===== src/rtl/neuron_accum_if.sv =====
// Handshake bundle for the neuron accumulator: pass control, product stream and result.
// The master drives requests and data; the slave (the accumulator) drives status and result.
interface neuron_accum_if;
  logic               start;
  logic signed [21:0] bias;
  logic               in_valid;
  logic signed [19:0] in_data;
  logic               in_ready;
  logic               out_valid;
  logic signed [21:0] out_sum;
  logic               out_ready;
  logic               busy;
  logic               ovf;

  modport master (
    output start, bias, in_valid, in_data, out_ready,
    input  in_ready, out_valid, out_sum, busy, ovf
  );

  modport slave (
    input  start, bias, in_valid, in_data, out_ready,
    output in_ready, out_valid, out_sum, busy, ovf
  );
endinterface


===== src/rtl/neuron_accum_ctrl.sv =====
// Per-neuron multiply-accumulate controller: seeds a 22-bit accumulator with a bias,
// sums N_INPUTS signed products one per cycle, then holds the result until it is taken.
module neuron_accum_ctrl #(
  parameter int N_INPUTS = 784,
  parameter int CNT_W    = 10
) (
  input logic           clk,
  input logic           rst,
  neuron_accum_if.slave bus
);

  typedef enum logic [1:0] {
    S_IDLE,
    S_ACC,
    S_DONE
  } state_e;

  localparam logic [CNT_W-1:0] LAST_IDX = CNT_W'(N_INPUTS - 1);

  state_e             state_q,     state_d;
  logic signed [21:0] acc_q,       acc_d;
  logic [CNT_W-1:0]   count_q,     count_d;
  logic               ovf_q,       ovf_d;
  logic               in_ready_q,  in_ready_d;
  logic               out_valid_q, out_valid_d;
  logic               busy_q,      busy_d;

  logic signed [21:0] in_ext;
  logic signed [21:0] sum;
  logic               xfer;
  logic               load;
  logic               sum_ovf;

  // NOTE: every signal assigned here gets a default first, so no path leaves it unassigned and no latch is inferred.
  always_comb begin
    in_ext  = {{2{bus.in_data[19]}}, bus.in_data};
    sum     = acc_q + in_ext;
    sum_ovf = (acc_q[21] == in_ext[21]) && (sum[21] != acc_q[21]);
    xfer    = in_ready_q && bus.in_valid;
    load    = 1'b0;

    state_d = state_q;
    acc_d   = acc_q;
    count_d = count_q;
    ovf_d   = ovf_q;

    unique case (state_q)
      S_IDLE: begin
        load = bus.start;
      end
      S_ACC: begin
        if (xfer) begin
          acc_d   = sum;
          count_d = count_q + CNT_W'(1);
          ovf_d   = ovf_q | sum_ovf;
          if (count_q == LAST_IDX) state_d = S_DONE;
        end
      end
      S_DONE: begin
        if (out_valid_q && bus.out_ready) begin
          state_d = S_IDLE;
          load    = bus.start;
        end
      end
      default: state_d = S_IDLE;
    endcase

    // An accepted start reseeds the pass and overrides any return to IDLE.
    if (load) begin
      state_d = S_ACC;
      acc_d   = bus.bias;
      count_d = '0;
      ovf_d   = 1'b0;
    end

    in_ready_d  = (state_d == S_ACC);
    out_valid_d = (state_d == S_DONE);
    busy_d      = (state_d != S_IDLE);
  end

  // NOTE: sequential state uses non-blocking assignments so all flops update together at the edge.
  always_ff @(posedge clk) begin
    if (rst) begin
      state_q     <= S_IDLE;
      acc_q       <= '0;
      count_q     <= '0;
      ovf_q       <= 1'b0;
      in_ready_q  <= 1'b0;
      out_valid_q <= 1'b0;
      busy_q      <= 1'b0;
    end else begin
      state_q     <= state_d;
      acc_q       <= acc_d;
      count_q     <= count_d;
      ovf_q       <= ovf_d;
      in_ready_q  <= in_ready_d;
      out_valid_q <= out_valid_d;
      busy_q      <= busy_d;
    end
  end

  assign bus.in_ready  = in_ready_q;
  assign bus.out_valid = out_valid_q;
  assign bus.out_sum   = acc_q;
  assign bus.busy      = busy_q;
  assign bus.ovf       = ovf_q;

endmodule


===== src/flat_wrapper.sv =====
// flat-port wrapper written by rule: the top's interface ports become plain ports
module neuron_accum_ctrl_flat 
#(
  parameter int N_INPUTS = 784,
  parameter int CNT_W    = 10
)
  (clk, rst, bus_start, bus_bias, bus_in_valid, bus_in_data, bus_out_ready, bus_in_ready, bus_out_valid, bus_out_sum, bus_busy, bus_ovf);
  neuron_accum_if bus_i ();
  input logic clk;
  input logic rst;
  input wire logic [$bits(bus_i.start)-1:0] bus_start;
  input wire logic [$bits(bus_i.bias)-1:0] bus_bias;
  input wire logic [$bits(bus_i.in_valid)-1:0] bus_in_valid;
  input wire logic [$bits(bus_i.in_data)-1:0] bus_in_data;
  input wire logic [$bits(bus_i.out_ready)-1:0] bus_out_ready;
  output wire logic [$bits(bus_i.in_ready)-1:0] bus_in_ready;
  output wire logic [$bits(bus_i.out_valid)-1:0] bus_out_valid;
  output wire logic [$bits(bus_i.out_sum)-1:0] bus_out_sum;
  output wire logic [$bits(bus_i.busy)-1:0] bus_busy;
  output wire logic [$bits(bus_i.ovf)-1:0] bus_ovf;
  assign bus_i.start = bus_start;
  assign bus_i.bias = bus_bias;
  assign bus_i.in_valid = bus_in_valid;
  assign bus_i.in_data = bus_in_data;
  assign bus_i.out_ready = bus_out_ready;
  assign bus_in_ready = bus_i.in_ready;
  assign bus_out_valid = bus_i.out_valid;
  assign bus_out_sum = bus_i.out_sum;
  assign bus_busy = bus_i.busy;
  assign bus_ovf = bus_i.ovf;
  neuron_accum_ctrl #(.N_INPUTS(N_INPUTS), .CNT_W(CNT_W)) u_core (.clk(clk), .rst(rst), .bus(bus_i));
endmodule

===== config.mk =====
export PLATFORM = sky130hd
export DESIGN_NAME = neuron_accum_ctrl_flat
export DESIGN_NICKNAME = d
export VERILOG_FILES = /design/src/rtl/neuron_accum_if.sv /design/src/rtl/neuron_accum_ctrl.sv /design/src/flat_wrapper.sv
export SDC_FILE = /design/constraint.sdc
export NUM_CORES = 1
export LEC_CHECK = 0
export ABC_AREA = 0
export BUFFER_PORTS_ARGS = -buffer_cell sky130_fd_sc_hd__buf_2
export CAP_MARGIN = 20
export CORE_UTILIZATION = 50
export CTS_CLUSTER_DIAMETER = 50
export DETAILED_ROUTE_END_ITERATION = 10
export PLACE_DENSITY = 0.81
export SLEW_MARGIN = 20
export SYNTH_ARGS = -nofsm -noshare
export SYNTH_HDL_FRONTEND = slang
export SYNTH_SLANG_ARGS = --single-unit
export TNS_END_PERCENT = 100

===== constraint.sdc =====
create_clock -name clk -period 8.58 [get_ports clk]
set_input_delay 1.716 -clock clk [delete_from_list [all_inputs] [get_ports clk]]
set_output_delay 1.716 -clock clk [all_outputs]
set_load 0.03 [all_outputs]

# Yosys cells after proc, flatten, opt, wreduce, memory -nomap -nowiden
# Cells that the tools add are included.
[totals]
regBits = 38
inputBits = 47
out_inout_bits = 26
elab_cells = 37
[op_classes]
addsub = 2
n_eq_ne = 7
muxes = 10
n_bitwise = 1
reduce_logical = 10
[ops]
columns = ["op", "count"]
rows = [
  ["two-way mux 22 bit", 3],
  ["adder 22 x 20 -> 22 bit", 1],
  ["adder 10 x 1 -> 10 bit (second input constant)", 1],
  ["equality test 10 bit (second input constant)", 1],
  ["two-way mux 2 bit", 4],
  ["one-hot mux 2 bit (3 select lines)", 1],
  ["nonzero test 2 bit", 3],
  ["equality test 2 x 1 -> 1 bit (second input constant)", 2],
  ["equality test 2 bit (second input constant)", 2],
  ["AND reduction 2 bit", 2],
  ["logical AND 1 bit", 3],
  ["logical NOT 2 bit", 1],
  ["one-hot mux 1 bit (2 select lines)", 1],
  ["OR reduction 2 bit", 1],
  ["equality test 1 bit", 1],
  ["two-way mux 1 bit", 1],
  ["inequality test 1 bit", 1],
  ["OR 1 bit", 1],
]

# Longest topological paths before layout
# Gate-level depths: netlist of run 1.
[logic_depth]
depth_word = 6
mapped_depth = 9
ltp_nobuf = 9

# Worst setup path after synthesis of run 1
# OpenSTA, ideal clock, no wires.
[synth_timing]
path_kind = "input to register"
from = "input port bus_in_data[0]"
to = "register u_core.acc_q[16], in the netlist u_core.bus.out_sum[16]"
setup_ps = 114
arrival_ps = 3870
required_time_ps = 8466
setup_slack_ps = 4595
stages = 9
path_buffers = 0
cell_sequence = "ha_1 > fa_1 > a211oi_2 > nor2_1 > o31a_1 > a221o_2 > a21boi_0 > xor2_1 > a2111oi_0"
[synth_via]
elab_chain_cells = 4
[synth_lines]
columns = ["item", "line", "source"]
rows = [
  ["from (decl)", "flat_wrapper.sv:14", "input wire logic [$bits(bus_i.in_data)-1:0] bus_in_data;"],
  ["adder 22 x 20 -> 22 bit", "neuron_accum_ctrl.sv:37", "sum = acc_q + in_ext;"],
  ["two-way mux 22 bit", "neuron_accum_ctrl.sv:52", "if (xfer) begin"],
  ["two-way mux 22 bit", "neuron_accum_ctrl.sv:47", "unique case (state_q)"],
  ["two-way mux 22 bit", "neuron_accum_ctrl.sv:69", "if (load) begin"],
  ["to (signal assigned)", "neuron_accum_ctrl.sv:85", "acc_q <= '0;"],
  ["to (signal assigned)", "neuron_accum_ctrl.sv:93", "acc_q <= acc_d;"],
  ["to (decl)", "neuron_accum_ctrl.sv:21", "logic signed [21:0] acc_q, acc_d;"],
]
# Every way passes these cells. The select of a mux whose other input is x is not followed.
# A chain may end at the register's enable or synchronous reset.

# Final worst setup path of run 1
# Same ends and word-level chain as after synthesis.

==> key figures, run 1 <==
Power and ir drop
  • Worst VDD drop: 0.0745 mV
  • Power density cells: 169 nW/um^2
  • Reported leakage power: 1.47 nW

Synth
  • Post-synthesis register bit count: 38
  • FFs w/ async S/R, synth: 0
  • Seq/Total Area, Yosys: 0.277
  • Number of enable-type register cells in the synthesized netlist: 0
  • Most instantiated flip-flop cell in the synthesis netlist: dfxtp_1
  • Count of mapped cells out of synthesis: 347
  • Cell area after synthesis: 2750 sq um
  • Yosys warning total: 0
  • Number of nets produced by synthesis: 417
  • Mapped Avg Cell Area: 7.92 sq um
  • Synth cell types: 49

Floorplanning
  • Number of I/O pins: 73
  • Starting density of the core: 0.528
  • Die height: 76.1 microns
  • Die Width: 76.1 microns
  • Area of the placeable core: 5200 sq um
  • Row count: 26
  • Die footprint: 5800 sq um

Critical path
  • Required arrival time at the worst endpoint: 8.76 ns
  • Crit path max-delay family: compound AO/OA/AOI/OAI gates
  • Buffer and inverter count on the worst path: 1
  • Worst setup EP type: register
  • Crit-path cells: buf_2 -> ha_1 -> fa_1 -> a211oi_2 -> nor2_1 -> o31a_1 -> a221o_2 -> a21boi_0 -> xor2_1 -> a2111oi_0
  • Worst Path Max Fanout: 5
  • Startpoint type of the worst setup path: primary input
  • Signal arrival time at the worst endpoint: 4.20 ns
  • Largest stage delay, worst path: 0.45 ns
  • Worst Path Class, Setup: in2reg
  • Slowest cell on the critical path: fa_1

Global routing
  • Wire length of the first global-routing pass: 11.8 mm
  • Global-route usage over all layers: 0.247
  • Maximum number of pins on one net before global-route repair: 34
  • Vias in the first global route: 2,546
  • Antenna violations before repair: 0
  • Total overflow reported by the global router: 0

Detailed routing
  • Via count: 2,812
  • Antenna-violating nets left: 0
  • Iteration count of the initial detailed-routing pass: 4
  • Aggregate routed wire length: 7.06 mm
  • Detailed-route wire length per cell: 14.7 microns
  • Number of DRC violations after detailed routing: 0
  • Via density per instance: 5.87
  • First-iteration detailed-routing DRC count: 144

Finish
  • Number of diodes: 0
  • Final cell count without fillers: 479
  • Nets@finish: 478
  • Fraction of final layout cells sized beyond drive strength 1: 0.237
  • Post-synthesis to final-layout area growth: 19.7%

Clock tree
  • Latest clock arrival within the worst-skew pair: 0.30 ns
  • Clock transition at the register clock pins on the worst setup and hold paths after CTS: 0.08 ns
  • Number of buffers created by CTS: 5
  • Number of levels the H-tree was split into: 2
  • Number of clock sinks seen by CTS: 38
  • Number of buffers inserted by post-CTS setup repair: 0
  • Master cell of the clock root buffer: clkbuf_8
  • Maximum root-to-sink buffer count: 2
  • Number of cells upsized or downsized after cts: 0
  • CTS tree: yes
  • Hold buffer count at cts: 0

Timing
  • Maximum clock rate: 0.249 GHz
  • Final-report max-slew violation count: 0
  • Post-route worst hold slack: 0.459 ns
  • Worst Clk Skew: 0.00601 ns
  • Worst-case headroom to the max-slew limit: 0.488
  • Accumulated negative setup slack: 0 ns
  • Unrepaired setup endpoints after global routing: false
  • Final number of setup-violating endpoints: 0
  • Post-route fraction of the period consumed by the critical path: 0.468
  • Worst Max-Slew Pin Slew: 0.768 ns
  • Tmin final: 4.02 ns
  • Final hold violations: 0

Hold path
  • Hold WC Path Type: reg2reg

Outcome
  • Run status: complete, no violations

Place
  • Final HPWL DP: 5.06 mm
  • Number of cells after detailed placement: 471
  • Count of port buffers added during placement: 72
  • Gp weighted congestion: 0.864

Job
  • Max Cap Violations: 0
## cell usage after synthesis, types with 2 or more instances
master      n  area, sq um
xor2_1     11         96.3
nand2_1    39          146
nor2b_1     4         25.0
a31oi_1     6         37.5
o21ai_0    10         50.1
a311oi_1    6         52.6
nor2_1     38          143
a21o_2      2         17.5
and3_1      3         18.8
a21oi_1    25          125
o21a_1      2         15.0
dfxtp_1    38          761
a211oi_1   17          128
a21o_1     10         75.1
a2111oi_0   2         17.5
inv_1       3         11.3
o31a_1      2         17.5
mux2i_1     4         40.0
xnor2_1    10         87.6
and2_1      7         43.8
o211ai_1    3         22.5
nand4_1     8         50.1
a21boi_0    4         30.0
and4_1      5         43.8
o22ai_1     3         18.8
clkbuf_1   19         71.3
nand3_1    11         55.1
a211oi_2    2         25.0
ha_1       22          275
nor3_1      9         45.0
or2_2       3         18.8
nand3b_1    2         15.0
## power breakdown
group / leakage, nW / internal, mW / switching [mW] / total [mW]
registers: 0.312 / 0.187 / 0.00933 / 0.196
logic: 1.09 / 0.0688 / 0.104 / 0.172
clock network: 0.0683 / 0.117 / 0.0715 / 0.188
## cells by family (layout without fill, tap and decap cells)
group | Yosys count | after routing | share of synthesized area
buf+inv | 22 | 84 | 0.0301
flops | 38 | 38 | 0.277
xor+xnor | 21 | 21 | 0.0669
compound gates | 102 | 102 | 0.259
simple gates | 137 | 137 | 0.245
mux | 4 | 4 | 0.0146
fa+ha+maj | 23 | 23 | 0.107
## per-layer routing
metal	wire length, microns	vias to the layer above	GRT usage
met2	3320	80	0.423
met1	3300	1320	0.322
met5	0	-	0
li1	-	1401	-
met4	83	0	0.0615
met3	358	11	0.0431
## state kept, by name, indices dropped and copies added (netlist names)
name	count
u_core.bus.out_sum	22
u_core.count_q	10
u_core.state_q	2
u_core.bus.busy	1
u_core.bus.in_ready	1
u_core.bus.out_valid	1
u_core.bus.ovf	1
## cells in the final DEF, fill, tap and decap left out, types with 7 or more instances in the layout
cell type,synthesis,final
a21oi_1,25,25
nand2_1,39,39
and2_1,7,7
nor2_1,38,38
buf_2,0,72
xor2_1,11,11
dfxtp_1,38,38
xnor2_1,10,10
a211oi_1,17,17
nand4_1,8,8
o21ai_0,10,10
nand3_1,11,10
ha_1,22,22
nor3_1,9,9
a21o_1,10,10
## worst min-delay path: cells and delay by family, from the launching register on
kind | cells | cell delay (ns)
AOI/OAI and AO/OA | 1 | 0.05
DFF | 1 | 0.33
and+or+nand+nor | 1 | 0.05
## area by class of cell
cell class	count	area, sq um
clock buffers	5	68.8
clock inverters	3	68.8
fillers	476	1920
inverters	3	11.3
multi-input cells	287	1920
flip-flops and latches	38	761
well taps	70	87.6
repair buffers	73	368
## metrics by stage
step | area [sq um] | utilization | total power [mW] | worst slack [ns]
floorplan | 2750 | - | 0.325 | 4.60
global placement | 3140 | 0.603 | 0.367 | 4.36
detailed placement | 3140 | 0.603 | 0.369 | 4.25
CTS | 3280 | 0.630 | 0.557 | 4.57
global route | 3290 | 0.632 | 0.583 | 4.40
finish | 3290 | 0.632 | 0.557 | 4.56
## final timing paths
| check | from | to | slack [ns] | cells past startpoint |
|---|---|---|---|---|
| worst max register to register | u_core.bus.out_sum[0]$_SDFFE_PP0P_ | u_core.bus.out_sum[16]$_SDFFE_PP0P_ | 5.72 | 9 |
| worst min register to register | u_core.bus.ovf$_SDFFE_PP0P_ | u_core.bus.ovf$_SDFFE_PP0P_ | 0.46 | 2 |
| worst max-delay path | bus_in_data[0] | u_core.bus.out_sum[16]$_SDFFE_PP0P_ | 4.56 | 10 |
| worst min-delay path | u_core.bus.ovf$_SDFFE_PP0P_ | u_core.bus.ovf$_SDFFE_PP0P_ | 0.46 | 2 |
No activity file was read; power rests on OpenSTA's default activity.
==> inputs of run 2 (changes only) <==
--- a/config.mk
+++ b/config.mk
@@ -5,13 +5,13 @@
 export SDC_FILE = /design/constraint.sdc
 export NUM_CORES = 1
 export LEC_CHECK = 0
-export ABC_AREA = 0
+export ABC_AREA = 1
 export BUFFER_PORTS_ARGS = -buffer_cell sky130_fd_sc_hd__buf_2
 export CAP_MARGIN = 20
 export CORE_UTILIZATION = 50
 export CTS_CLUSTER_DIAMETER = 50
 export DETAILED_ROUTE_END_ITERATION = 10
-export PLACE_DENSITY = 0.81
+export PLACE_DENSITY = 0.8
 export SLEW_MARGIN = 20
 export SYNTH_ARGS = -nofsm -noshare
 export SYNTH_HDL_FRONTEND = slang
==> constraint.sdc (replaced) <==
create_clock -name clk -period 3.95 [get_ports clk]
set_input_delay 0.79 -clock clk [delete_from_list [all_inputs] [get_ports clk]]
set_output_delay 0.79 -clock clk [all_outputs]
set_load 0.03 [all_outputs]
==> run 2 against run 1 <==
Against the previous run: largest cell class unchanged; flip-flop and latch count unchanged; non-clock buffer count rose by 1; critical path type unchanged; routed wire length rose by 16%; hold slack gained 0.0055 ns.
==> key figures, run 2 <==
Outcome
  • Run status: complete, no violations

Finish
  • Number of diodes: 0 (unchanged)
  • Nets@finish: 657 (+37%)
  • Most common cell after layout, fill and taps aside: nand2_1
  • Most frequent cells in the layout: nand2_1, inv_1, buf_2, nand3_1, nor2_1
  • Number of filler cells placed in the layout: 588 (+24%)
  • Post-synthesis to final-layout area growth: 18.9%
  • Fraction of final layout cells sized beyond drive strength 1: 0.158 (-0.0790)
  • Number of flip-flops in the largest register: 22 (unchanged)

Detailed routing
  • Via density per instance: 5.13 (-13%)
  • Iteration count of the initial detailed-routing pass: 7 (+3)
  • Detailed-route wire length per cell: 12.4 microns (-16%)
  • Aggregate routed wire length: 8.19 mm (+16%)
  • Via count: 3,404 (+21%)
  • Number of DRC violations after detailed routing: 0 (unchanged)
  • Antenna-violating nets left: 0 (unchanged)
  • First-iteration detailed-routing DRC count: 286 (+99%)

Power and ir drop
  • Part of the total power dissipated in the clock network: 0.315 (-0.023)
  • Power density cells: 359 nW/um^2 (+110%)
  • Net switching power figure: 0.475 mW (+160%)
  • Reported leakage power: 1.97 nW (+34%)
  • Share of power burned in combinational logic: 0.353 (+0.043)
  • Worst VDD drop: 0.211 mV (+180%)
  • Sequential Power Share: 0.332 (-0.020)
  • Total power after layout: 1.30 mW (+130%)
  • Switching share of power: 0.366 (+0.0349)
  • Total internal power: 0.821 mW (+120%)

Timing
  • Worst Max-Slew Pin Slew: 0.545 ns (-0.223 ns)
  • Worst Clk Skew: 0.00732 ns (+0.00131 ns)
  • Post-route fraction of the period consumed by the critical path: 0.621
  • Final hold violations: 0 (unchanged)
  • Maximum clock rate: 0.408 GHz
  • Worst-case headroom to the max-slew limit: 0.636 (+0.149)
  • Accumulated negative setup slack: 0 ns (unchanged)
  • Tmin final: 2.45 ns
  • Final number of setup-violating endpoints: 0 (unchanged)
  • Unrepaired setup endpoints after global routing: false
  • Final-report max-slew violation count: 0 (unchanged)

Synth
  • Count of mapped cells out of synthesis: 514 (+48%)
  • Most instantiated flip-flop cell in the synthesis netlist: dfxtp_1
  • Cell area after synthesis: 3040 sq um (+11%)
  • Number of nets produced by synthesis: 584 (+40%)
  • Number of enable-type register cells in the synthesized netlist: 0 (unchanged)
  • Main area contributors after synthesis: dfxtp_1, nand2_1, inv_1, ha_1, nand3_1
  • Biggest area consumer among synthesized cells: dfxtp_1
  • Post-synth top area share: 0.251 (-0.0264)
  • Mapped Avg Cell Area: 5.91 sq um (-25%)
  • Library cell with the highest instance count after synthesis: nand2_1
  • Post-synthesis register bit count: 38 (unchanged)
  • Seq/Total Area, Yosys: 0.251 (-0.0264)
  • Most used standard cells in the synthesized netlist: nand2_1, inv_1, nand3_1
  • FFs w/ async S/R, synth: 0 (unchanged)
  • Synth cell types: 28 (-43%)
  • Yosys warning total: 0 (unchanged)

Floorplanning
  • Die Width: 79.9 microns (+5.0%)
  • Row count: 28 (+7.7%)
  • Die footprint: 6390 sq um (+10%)
  • Area of the placeable core: 5890 sq um (+13%)
  • Starting density of the core: 0.516 (-0.0119)
  • Die height: 79.9 microns (+5.0%)
  • Number of I/O pins: 73 (unchanged)

Global routing
  • Total overflow reported by the global router: 0 (unchanged)
  • Global-route usage over all layers: 0.275 (+0.0282)
  • Antenna violations before repair: 0 (unchanged)
  • Met3 layer usage reported by global route: 0.0549 (+0.0117)
  • Vias in the first global route: 3,245 (+27%)
  • Busiest metal layer after global routing: met2
  • Wire length of the first global-routing pass: 13.8 mm (+18%)
  • Met1 track demand over resource: 0.329 (+0.00673)
  • Met2 track demand over resource: 0.479 (+0.0568)
  • Maximum number of pins on one net before global-route repair: 33 (-2.9%)

Critical path
  • Startpoint type of the worst setup path: primary input
  • Register-to-register setup slack: 1.73 ns (-3.99 ns)
  • Worst r2r path cells: 9 (unchanged)
  • Reg2Reg Capture Point: u_core.bus.out_sum[1]$_SDFFE_PP0P_
  • Worst setup EP type: register
  • Launching instance or port of the critical path: bus_in_data[0]
  • Signal arrival time at the worst endpoint: 2.65 ns (-1.55 ns)
  • Worst Path Max Fanout: 4 (-1)
  • Worst setup path endpoint: u_core.bus.out_sum[12]$_SDFFE_PP0P_
  • Beginning of the worst register-to-register path: u_core.state_q[1]$_SDFF_PP0_
  • Worst Path Class, Setup: in2reg
  • Required arrival time at the worst endpoint: 4.15 ns (-4.61 ns)

Clock tree
  • Master cell of the clock root buffer: clkbuf_8
  • Maximum root-to-sink buffer count: 2 (unchanged)
  • Number of buffers created by CTS: 5 (unchanged)
  • Clock transition at the register clock pins on the worst setup and hold paths after CTS: 0.09 ns (about the same)
  • CTS tree: yes
  • Latest clock arrival within the worst-skew pair: 0.30 ns (about the same)
  • Hold buffer count at cts: 0 (unchanged)
  • Number of buffers inserted by post-CTS setup repair: 0 (unchanged)
  • Number of cells upsized or downsized after cts: 0 (unchanged)
  • Number of clock sinks seen by CTS: 38 (unchanged)
  • Number of levels the H-tree was split into: 2 (unchanged)

Hold path
  • Hold Path Origin: u_core.bus.ovf$_SDFFE_PP0P_
  • Hold WC Path Type: reg2reg

Place
  • Final HPWL DP: 6.38 mm (+26%)
  • Gp weighted congestion: 0.910 (+5.4%)
  • Count of port buffers added during placement: 72 (unchanged)

Job
  • Max Cap Violations: 0 (unchanged)
## run 2: cell types whose count changed in the layout (fill, tap and decap cells not counted), sizes merged, moves of 12 or more
cell,delta
nand3,+31
nand2,+132
a211oi,-19
inv,+78
a21o,-12
o21ai,+18
## run 2: final cells by class
class                   count  area [sq um]  area share
flip-flops and latches     38           761       0.211
well taps                  75          93.8      0.0260
clock buffers               5          68.8      0.0191
multi-input cells         385          1930       0.535
clock inverters             3          68.8      0.0191
inverters                  83           312      0.0863
repair buffers             74           375       0.104
## run 2: kinds of logic after synthesis
logic type | synth area share
flip-flops | 0.251
AO/OA/AOI/OAI | 0.131
AND/OR/NAND/NOR | 0.385
XOR/XNOR | 0.0231
adder cells (fa/ha/maj) | 0.0972
buffers and inverters | 0.113
## run 2: per-stage QoR
stage	instances	util	hold slack, ns	setup WS [ns]	cell area (sq um)
5_1_grt	663	0.614	0.512	1.25	3610
2_1_floorplan	514	-	0.452	1.55	3040
3_3_place_gp	655	0.590	0.436	1.20	3470
6_report	663	0.614	0.465	1.50	3610
4_1_cts	663	0.614	0.472	1.48	3610
3_5_place_dp	655	0.590	0.458	1.17	3470
## run 2: worst max-delay path: stages
cell     delay [ns]
buf_2          0.10
ha_1           0.21
fa_1           0.44
nand3_1        0.10
nand3_1        0.17
nand2_1        0.11
nand3_1        0.14
nand2_1        0.10
nand2_1        0.06
or2_2          0.28
nand3_1        0.07
a21oi_1        0.08
## run 2: worst min-delay path by stage
stage / slack [ns] / cells past startpoint / to
6_report: 0.46 / 2 / u_core.bus.ovf$_SDFFE_PP0P_
5_1_grt: 0.51 / 2 / u_core.bus.ovf$_SDFFE_PP0P_
4_1_cts: 0.47 / 2 / u_core.bus.ovf$_SDFFE_PP0P_
3_5_place_dp: 0.46 / 2 / u_core.bus.ovf$_SDFFE_PP0P_
2_1_floorplan: 0.45 / 2 / u_core.count_q[9]$_SDFFE_PP0P_
3_3_place_gp: 0.44 / 2 / u_core.bus.ovf$_SDFFE_PP0P_
## run 2: routing by layer
metal | share of wire | wire [microns] | vias to the layer above
met5 | 0 | 0 | -
met4 | 0.022 | 184 | 0
met3 | 0.063 | 515 | 18
met2 | 0.47 | 3870 | 114
met1 | 0.44 | 3620 | 1488
li1 | - | - | 1784
## run 2: power groups by stage
stage               logic, mW  clock network [mW]  registers (mW)
global route            0.518               0.431           0.434
global placement        0.447                   0           0.437
detailed placement      0.454                   0           0.439
floorplan               0.285                   0           0.486
finish                  0.458               0.408           0.430
CTS                     0.456               0.414           0.430
